`config.mk`:
```
export PLATFORM = sky130hd
export DESIGN_NAME = msg_injector
export DESIGN_NICKNAME = d
export VERILOG_FILES = /design/src/rtl/msg_injector_pkg.sv /design/src/rtl/avalon_st_out_reg.sv /design/src/rtl/msg_injector.sv
export SDC_FILE = /design/constraint.sdc
export NUM_CORES = 1
export LEC_CHECK = 0
export CORE_MARGIN = 3
export CORE_UTILIZATION = 41
export DETAILED_ROUTE_END_ITERATION = 6
export PLACE_DENSITY = 0.86
export SLEW_MARGIN = 15
export SYNTH_ARGS = -nofsm -noshare
export SYNTH_HDL_FRONTEND = slang
export SYNTH_HIERARCHICAL = 1
export SYNTH_SLANG_ARGS = --single-unit
```
`constraint.sdc`:
```
create_clock -name clk -period 3.1 [get_ports clk]
set_input_delay 0.62 -clock clk [delete_from_list [all_inputs] [get_ports clk]]
set_output_delay 0.62 -clock clk [all_outputs]
set_load 0.1 [all_outputs]
```
`src/rtl/msg_injector_pkg.sv`:
```
// Shared types and sizing for the message injector.
package msg_injector_pkg;

    typedef enum logic [1:0] {IDLE, PASS, INJ} inj_state_t;

    localparam int DATA_W          = 32;
    localparam int MAX_PENDING_DEF = 4;

    function automatic int pend_w(input int max_pending);
        return $clog2(max_pending + 1);
    endfunction

    localparam int PEND_W = pend_w(MAX_PENDING_DEF);

endpackage

```
`src/rtl/avalon_st_out_reg.sv`:
```
// One-entry valid/ready output register; holds its word until the sink takes it.
module avalon_st_out_reg #(
    parameter int W = 32
) (
    input  logic         clk,
    input  logic         rst_n,
    input  logic         load,
    input  logic [W-1:0] in_data,
    input  logic         in_sop,
    input  logic         in_eop,
    input  logic         out_ready,
    output logic         can_load,
    output logic         out_valid,
    output logic [W-1:0] out_data,
    output logic         out_sop,
    output logic         out_eop
);

    assign can_load = !out_valid || out_ready;

    always_ff @(posedge clk or negedge rst_n) begin
        if (!rst_n) begin
            out_valid <= 1'b0;
            out_data  <= '0;
            out_sop   <= 1'b0;
            out_eop   <= 1'b0;
        end else if (can_load) begin
            out_valid <= load;
            out_sop   <= load && in_sop;
            out_eop   <= load && in_eop;
            if (load) begin
                out_data <= in_data;
            end
        end
    end

endmodule

```
`src/rtl/msg_injector.sv`:
```
// Merges whole messages from inj_in into the msg_in stream, only at message boundaries.
module msg_injector
    import msg_injector_pkg::*;
#(
    parameter int MAX_PENDING = MAX_PENDING_DEF
) (
    input  logic              clk,
    input  logic              rst_n,
    input  logic              inject,
    input  logic              msg_in_valid,
    output logic              msg_in_ready,
    input  logic              msg_in_sop,
    input  logic              msg_in_eop,
    input  logic [DATA_W-1:0] msg_in_data,
    input  logic              inj_in_valid,
    output logic              inj_in_ready,
    input  logic              inj_in_sop,
    input  logic              inj_in_eop,
    input  logic [DATA_W-1:0] inj_in_data,
    output logic              msg_out_valid,
    input  logic              msg_out_ready,
    output logic              msg_out_sop,
    output logic              msg_out_eop,
    output logic [DATA_W-1:0] msg_out_data,
    output logic              inject_indication,
    output logic              protocol_error
);

    localparam int PW = pend_w(MAX_PENDING);

    inj_state_t        state;
    logic [PW-1:0]     pending;
    logic              ready_en;
    logic              can_load;
    logic              inj_avail, sel_inj, sel_msg, at_boundary;
    logic              acc, bad_word, load, inj_sop_acc, pend_inc;
    logic              w_sop, w_eop;
    logic [DATA_W-1:0] w_data;

    always_comb begin
        at_boundary  = (state == IDLE);
        inj_avail    = (pending != '0) && inj_in_valid;
        sel_inj      = (state == INJ) || (at_boundary && inj_avail);
        sel_msg      = (state == PASS) || (at_boundary && !inj_avail);
        // ready_en keeps both readies low until the first clock after reset release
        inj_in_ready = ready_en && sel_inj && can_load;
        msg_in_ready = ready_en && sel_msg && can_load;
        w_sop        = sel_inj ? inj_in_sop  : msg_in_sop;
        w_eop        = sel_inj ? inj_in_eop  : msg_in_eop;
        w_data       = sel_inj ? inj_in_data : msg_in_data;
        acc          = (inj_in_valid && inj_in_ready) || (msg_in_valid && msg_in_ready);
        bad_word     = acc && at_boundary && !w_sop;
        load         = acc && !bad_word;
        inj_sop_acc  = acc && sel_inj && at_boundary && w_sop;
        pend_inc     = inject && (pending != PW'(MAX_PENDING));
    end

    avalon_st_out_reg #(.W(DATA_W)) u_out_reg (
        .clk       (clk),
        .rst_n     (rst_n),
        .load      (load),
        .in_data   (w_data),
        .in_sop    (w_sop),
        .in_eop    (w_eop),
        .out_ready (msg_out_ready),
        .can_load  (can_load),
        .out_valid (msg_out_valid),
        .out_data  (msg_out_data),
        .out_sop   (msg_out_sop),
        .out_eop   (msg_out_eop)
    );

    always_ff @(posedge clk or negedge rst_n) begin
        if (!rst_n) begin
            state             <= IDLE;
            pending           <= '0;
            ready_en          <= 1'b0;
            inject_indication <= 1'b0;
            protocol_error    <= 1'b0;
        end else begin
            ready_en          <= 1'b1;
            inject_indication <= inj_sop_acc;
            protocol_error    <= bad_word;

            if (pend_inc && !inj_sop_acc) begin
                pending <= pending + PW'(1);
            end else if (inj_sop_acc && !pend_inc) begin
                pending <= pending - PW'(1);
            end

            case (state)
                IDLE: if (acc && w_sop && !w_eop) state <= sel_inj ? INJ : PASS;
                PASS: if (acc && w_eop) state <= IDLE;
                INJ:  if (acc && w_eop) state <= IDLE;
                default: state <= IDLE;
            endcase
        end
    end

endmodule
```
==> flow_metrics.tcl <==
set metrics [dict create \
    r2r-end "pending[1]" \
    finalSetupTns_ps 0 \
    skew_ps 5.84 \
    synth_flop_cell "dfrtp_1" \
    dpl_worst_slack_ps 122 \
    die_width_um 82.9 \
    r2r_start "state[0]" \
    port_buffers 112 \
    cts_resized 0 \
    wl_per_cell_um 15.1 \
    cts_setup_buffers 0 \
    slew_viol_final 0 \
    fin_nets 368 \
    clk_path_buf_depth 2 \
    clk_latency_ps 290 \
    fin_cells 362 \
    start_util 0.433 \
    ys_seq_area_frac 0.444 \
    post-route-min-period_ps 2740 \
    grt_pass1_vias 1929 \
    yosys.area.top_type_share 0.444 \
    timing.fmax_mhz 366 \
    yosysMostFrequentCell "dfrtp_1" \
    grt_max_degree 44 \
    h-tree-depth 2 \
    synth_area_um2 2430 \
    avgSynthCellArea_um2 13.9 \
    ys_ff_latch 43 \
    layout-drive-gt1-share 0.428 \
    crit_type "flip-flop to primary output" \
    dr.first_iter.drc_count 41 \
    globalplace.congestion 0.847 \
    finalSetupViolCount 0 \
    synth_common_cells "dfrtp_1 (43), mux2_2 (35), mux2_4 (31)" \
    synth_cell_types 32 \
    critical_path_required_ps 2480 \
    post-place-cells 354 \
    synthTopCellsByArea "dfrtp_1 (44%), mux2_4 (19%), mux2_2 (16%), buf_12 (2.5%), ha_1 (2.1%)" \
    syn_nets 253 \
    vias 1741 \
    synth-edff-count 0 \
    cts_made_buffers 5 \
    die_y_um 82.9 \
    clk_pin_slew_worst_paths_ps 80 \
    die-area_um2 6880 \
    drtAntennaViolNets 0 \
    syn_to_final_growth_pct 48.7 \
    start_kind "flip-flop" \
    finalHoldViolations 0 \
    cts_tree "built" \
    cts.sink_count 43 \
    slew_headroom 0.379 \
    dp.final_hpwl_um 4230 \
    cp_max_fo 11 \
    maxCapViolCount 0 \
    drc_errors 0 \
    ioPinCount 113 \
    worst_slew_pin_slew_ps 931 \
    vias_per_cell 4.81 \
    core_um2 5610 \
    yosysTopAreaCell "dfrtp_1" \
    ctsRootBufferMaster "clkbuf_8" \
    wl_um 5450 \
    ctsHoldBuffers 0 \
    period_share 0.882 \
    rows 27 \
    grt-ovfl-total 0 \
    min-delay-path-class "input pin to asynchronous set/reset pin" \
    r2r_cells 11 \
    end_kind "primary output" \
    rsz0062_at_grt "no" \
    grt_pass1_wl_um 9480 \
    track_usage 0.167 \
    status "completed" \
    yosys_warnings 6 \
    first_pass_iters 4 \
    arrival_ps 2120 \
    async_reset_ff_frac 1.00 \
    antenna_found_initial 0 \
    syn_inst 174 \
    r2r_slack_ps 370 \
    timing.final.ws_setup_ps 365 \
    n_antenna_cell 0 \
]
layout by cell type, fill, tap and decap left out, types with 4 or more instances in the layout:
cell type and n:
mux2_4 31, nand2_1 9, mux2i_1 4, nor2_1 6
clkbuf_8 5, clkdlybuf4s50_1 72, mux2_2 35, buf_4 41
nand3_1 4, dfrtp_1 43, inv_1 4, ha_1 4
worst max-delay path by stage:
stage                                    from            to  slack (ps)  cells past startpoint
after floorplan           u_out_reg/out_valid  msg_in_ready          20                      4
after global placement           inj_in_valid    pending[1]         210                     10
after detailed placement         inj_in_valid    pending[1]         120                     10
after CTS                            state[0]  inj_in_ready         360                      7
after global routing                 state[0]    pending[1]         160                     11
final                                state[0]  inj_in_ready         360                      7
sequential cells by signal, summed over array words and instances (netlist names):
register,flops
u_out_reg/out_data,32
pending,3
state,2
inject_indication,1
protocol_error,1
ready_en,1
u_out_reg/out_eop,1
u_out_reg/out_sop,1
u_out_reg/out_valid,1
metal layers:
| layer | up-vias | part of all wire | track usage |
|---|---|---|---|
| li1 | 834 | - | - |
| met1 | 831 | 0.41 | 0.195 |
| met2 | 69 | 0.51 | 0.297 |
| met3 | 7 | 0.065 | 0.0516 |
| met4 | 0 | 0.015 | 0.0446 |
| met5 | - | 0 | 0 |
cell families after synthesis:
group           count (synthesis)  synth area share
fa+ha+maj                       5            0.0289
compound gates                 10            0.0325
mux                            70             0.371
simple gates                   29            0.0629
buf+inv                        13            0.0490
flops                          43             0.444
xor+xnor                        3            0.0108
other cells                     1           0.00155
area by class of cell:
class / count / area [µm²]
timing repair buffer: 116 / 1070
tap: 72 / 90.1
clock buffer: 5 / 68.8
sequential: 43 / 1080
inverter: 5 / 21.3
clock inverter: 3 / 43.8
multi-input combinational: 118 / 1230
fill: 462 / 2000
critical path, stage by stage (launching register included):
cell	delay, ps
dfrtp_1	410
inv_1	80
ha_1	350
o311ai_2	180
and2b_1	240
buf_4	200
nor2_2	170
buf_12	190
through the flow:
stage | hold slack (ps) | utilization | instance area, µm²
floorplan | 324 | - | 2430
global placement | 458 | 0.623 | 3490
detailed placement | 457 | 0.623 | 3490
CTS | 476 | 0.643 | 3610
global route | 510 | 0.643 | 3610
finish | 462 | 0.643 | 3610
Power is not shown: default switching activity piles up to over one toggle a cycle in this logic, so the estimate is an artifact.
==> edit 1: new RTL, same settings <==
Encoding of `inj_state_t`: now one-hot (3 bits for 3 states).
--- a/src/rtl/msg_injector_pkg.sv
+++ b/src/rtl/msg_injector_pkg.sv
@@ -1,7 +1,7 @@
 // Shared types and sizing for the message injector.
 package msg_injector_pkg;
 
-    typedef enum logic [1:0] {IDLE, PASS, INJ} inj_state_t;
+    typedef enum logic [2:0] {IDLE = 3'b001, PASS = 3'b010, INJ = 3'b100} inj_state_t;
 
     localparam int DATA_W          = 32;
     localparam int MAX_PENDING_DEF = 4;
Check against the original RTL: no difference found for any inputs over 10 cycles, from zero or initial values and one cycle with rst_n low; not proved beyond that.
==> edit 1 against the original RTL <==
  * Sequential cell count up 1
  * Non-clock buffer count increased by 4
  * Largest cell class unchanged
  * First-iteration DRC count up 12%
  * Routed wire length increased by 6.8%
  * Design area is 6.5% higher
  * Die area up 7.7%
  * Setup slack lost 0.10 ns
  * Fmax shrank 3.7%
  * Area after synthesis rose by 8.4%
Power is not shown: default switching activity piles up to over one toggle a cycle in this logic, so the estimate is an artifact.
==> edit 1: results (changes against the original RTL) <==
Routing
  – Routed vias: 1941 (was 1741)
  – Met2 WL: 2.89 mm (was 2.79 mm)
  – Metal-1 WL: 2.34 mm (was 2.22 mm)
  – Met3 wire len: 509 µm (was 355 µm)
  – DR iter-0 viols: 46 (was 41)
  – Max layer used: met4 (unchanged)

Critical path
  – Worst reg2reg path depth: 8 (was 11)
  – Crit-path max FO: 4 (was 11)
  – R2r startpoint: state[0] (unchanged)
  – Critical Path AT: 3.02 ns (was 2.12 ns)

Synth
  – Synth cell count leaders: dfrtp_1 (43), mux2_2 (32), mux2_4 (30) (was dfrtp_1 (43), mux2_2 (35), mux2_4 (31))
  – Synth area leaders: dfrtp_1 (41%), mux2_4 (17%), mux2_2 (14%), buf_12 (2.3%), nand2b_1 (1.9%) (was dfrtp_1 (44%), mux2_4 (19%), mux2_2 (16%), buf_12 (2.5%), ha_1 (2.1%))
  – Syn Nets: 274 (was 253)

Outcome
  – Outcome: finished clean (unchanged)

Layout
  – Regs by FF count: u_out_reg/out_data (32), pending (3), state (3) (was u_out_reg/out_data (32), pending (3), state (2))
  – Layout cells sized above 1: 41.1% (was 42.8%)
  – Layout Nets: 392 (was 368)

Global routing
  – Largest net degree at the start of global routing: 45 (was 44)
  – Vias in the first global route: 1989 (was 1929)
  – Total track usage: 16.2% (was 16.7%)

Placed design
  – Placed Area: 3760 µm² (was 3490 µm²)
  – Detailed placer's ending HPWL: 4.44 mm (was 4.23 mm)

Clock network
  – Setup Buffers After CTS: 0 (unchanged)

Timing
  – Clock skew: 0.00412 ns (was 0.00584 ns)
  – Slew Limit Headroom: 36.9% (was 37.9%)
## edit 1: cell types whose count changed after synthesis, moves of 2 or more
cell / unedited run / this run
nor3_1: 0 / 4
nor2b_1: 2 / 5
or2_2: 0 / 2
nand2b_1: 1 / 8
a2bb2oi_1: 0 / 2
nor3b_1: 0 / 2
mux2_2: 35 / 32
buf_4: 0 / 3
ha_1: 4 / 1
mux2_1: 0 / 4
nor2_1: 7 / 5
buf_6: 2 / 0
## edit 1: how the worst max path moves through the flow
stage / startpoint / end / slack (ns)
2_1_floorplan: u_out_reg/out_valid / inj_in_ready / 0.05
3_3_place_gp: inj_in_valid / pending[1] / 0.03
3_5_place_dp: msg_out_ready / pending[1] / -0.06
4_1_cts: msg_out_ready / pending[1] / 0.25
5_1_grt: inj_in_valid / pending[1] / 0.05
6_report: inj_in_valid / pending[1] / 0.26
## edit 1: cell families after synthesis
logic type	after synthesis	synth area share, %
flops	44	41.9
mux	69	33.7
compound gates	19	6.52
other cells	1	0.143
buf+inv	14	4.52
simple gates	46	10.9
xor+xnor	3	1.00
fa+ha+maj	2	1.24
## edit 1: metrics by stage
stage	setup WS [ns]	instances	hold WS (ns)
floorplan	0.0530	198	0.324
global placement	0.0322	384	0.456
detailed placement	-0.0571	384	0.462
CTS	0.250	391	0.479
global route	0.0539	391	0.487
finish	0.261	391	0.454
## edit 1: routing by layer
layer / vias up / GRT usage, %
li1: 937 / -
met1: 911 / 20.2
met2: 86 / 26.9
met3: 7 / 4.90
met4: 0 / 5.04
met5: - / 0
## edit 1: critical path, stage by stage
cell and delay [ns]:
clkdlybuf4s50_1 0.56, o31ai_4 0.11, o21ai_0 0.30, nand3b_4 0.11, nor3_1 0.29, inv_1 0.08, ha_1 0.21, inv_1 0.07
fa_1 0.40, mux2_2 0.27
## edit 1: layout make-up
class	instances	area, µm²
clock buffers	6	72.6
fillers	491	2220
repair buffers	120	1130
flip-flops and latches	44	1100
well taps	75	93.8
multi-input cells	140	1420
clock inverters	1	5.00
inverters	5	21.3
## edit 1: timing repair
item,4_1_cts,5_1_grt
hold endpoints to repair,0,0
resized for setup,0,1
endpoints found under the setup margin,0,1
==> edit 2: new RTL, same flow settings <==
Made on the original files. Set the package constant `DATA_W` to 48 (it was 32).
--- a/src/rtl/msg_injector_pkg.sv
+++ b/src/rtl/msg_injector_pkg.sv
@@ -3,7 +3,7 @@
 
     typedef enum logic [1:0] {IDLE, PASS, INJ} inj_state_t;
 
-    localparam int DATA_W          = 32;
+    localparam int DATA_W          = 48;
     localparam int MAX_PENDING_DEF = 4;
 
     function automatic int pend_w(input int max_pending);
Ports: changed (resized inj_in_data, msg_in_data and msg_out_data); port bits go from 113 to 161. No check against the original RTL was run, so the function may have changed too.
==> edit 2 against the original RTL <==
  * First-iteration DRC count shrank 76%
  * Routed wire length grew 39%
  * Area after synthesis grew 30%
  * Sequential cell count grew 16
  * Setup slack lost 0.014 ns
  * Non-clock buffer count grew 49
  * Synthesized cell count grew 30%
  * Design area grew 36%
  * Worst hold slack lost 0.14 ns
  * Highest routed layer unchanged
Power is left out: the tool's default activity adds up to more than one toggle a clock period on the data nets, which glitch-free logic cannot reach.
==> edit 2: results (changes against the original RTL) <==
Layout
  – Non-clock buffer share: 31.6% (was 29.8%)
  – Register area: 1480 µm² (was 1080 µm²)
  – Regs by FF count: u_out_reg/out_data (48), pending (3), state (2) (was u_out_reg/out_data (32), pending (3), state (2))
  – Filler Cells Inserted: 549 (was 462)
  – Clk_buf instances: 12 (was 5)
  – Layout Nets: 501 (was 368)
  – Multi-input comb cells: 150 (was 118)
  – Post-layout util: 66.3% (was 64.3%)
  – Signal buffers: 165 (was 116)
  – Clock-cell share: 3.28% (was 3.12%)
  – Layout cells sized above 1: 45.4% (was 42.8%)
  – Multi-input logic area: 1560 µm² (was 1230 µm²)

Placed design
  – Detailed placer's ending HPWL: 6.03 mm (was 4.23 mm)
  – Post-place setup slack: 0.197 ns (was 0.122 ns)
  – Placed Area: 4730 µm² (was 3490 µm²)
  – Placed Cells incl. Taps: 478 (was 354)
  – IO Port Bufs: 160 (was 112)
  – Final Wtd Congestion: 0.886 (was 0.847)

Synth
  – Adder-Cell Fraction of Synth Area: 2.21% (was 2.89%)
  – Synth cell count leaders: mux2_2 (77), dfrtp_1 (59), mux2_4 (21) (was dfrtp_1 (43), mux2_2 (35), mux2_4 (31))
  – Post-synthesis mux area share: 38.6% (was 37.1%)
  – Netlist cell types: 30 (was 32)
  – Sequential element share of the synthesized area: 46.6% (was 44.4%)
  – Synth Instances: 226 (was 174)
  – Post-synthesis compound-gate area fraction: 2.49% (was 3.25%)
  – Synth area leaders: dfrtp_1 (47%), mux2_2 (27%), mux2_4 (10%), buf_4 (1.7%), ha_1 (1.6%) (was dfrtp_1 (44%), mux2_4 (19%), mux2_2 (16%), buf_12 (2.5%), ha_1 (2.1%))
  – Async SR Flop Fraction: 100% (unchanged)

Timing
  – Fin Hold WS: 0.323 ns (was 0.462 ns)
  – Slew Limit Headroom: 57.0% (was 37.9%)
  – Post-route clock period utilization: 88.7% (was 88.2%)
  – Clock skew: 0.00517 ns (was 0.00584 ns)

Clock network
  – CTS buffer count: 9 (was 5)
  – Setup Buffers After CTS: 0 (unchanged)
  – Clk slew on worst S/H paths: 0.06 ns (was 0.08 ns)
  – H-tree depth: 3 (was 2)
  – CTS Sinks: 59 (was 43)
  – Worst-Skew Late Latency: 0.32 ns (was 0.29 ns)

Global routing
  – Largest net degree at the start of global routing: 33 (was 44)
  – First-pass GRT wire length: 11.7 mm (was 9.48 mm)
  – Total track usage: 16.9% (was 16.7%)

Routing
  – Routed WL: 7.57 mm (was 5.45 mm)
  – Vias/cell: 4.79 (was 4.81)
  – DR iter-0 viols: 10 (was 41)
  – Routed vias: 2362 (was 1741)

Worst hold path
  – HP Class: in2async (unchanged)

Critical path
  – Flop2flop setup slack: 0.45 ns (was 0.37 ns)
  – Crit-path max FO: 27 (was 11)

Die
  – Core ar.: 7370 µm² (was 5610 µm²)

Outcome
  – Outcome: finished clean (unchanged)
==> edit 2: cell types whose count changed after synthesis <==
cell,before,now
mux2_4,31,21
or2b_1,1,0
buf_12,3,0
buf_4,0,7
buf_8,0,2
nor2b_1,2,3
buf_6,2,3
and2b_1,1,0
dfrtp_1,43,59
buf_2,3,0
nand2b_1,1,2
mux2_2,35,77
==> edit 2: worst paths after layout <==
| check | start | end | cells past startpoint |
|---|---|---|---|
| min reg2reg | u_out_reg/out_sop | u_out_reg/out_sop | 2 |
| min in group clk | u_out_reg/out_sop | u_out_reg/out_sop | 2 |
| min | rst_n | u_out_reg/out_data[33] | 1 |
| max | state[0] | inj_in_ready | 7 |
| max in group asynchronous | rst_n | u_out_reg/out_data[28] | 2 |
| max reg2reg | state[0] | pending[1] | 11 |
==> edit 2: per-layer routing <==
layer / routed length, µm / global-route usage [%]
met3: 796 / 5.45
met2: 3700 / 28.3
met5: 0 / 0
met4: 93 / 6.14
met1: 2980 / 20.4
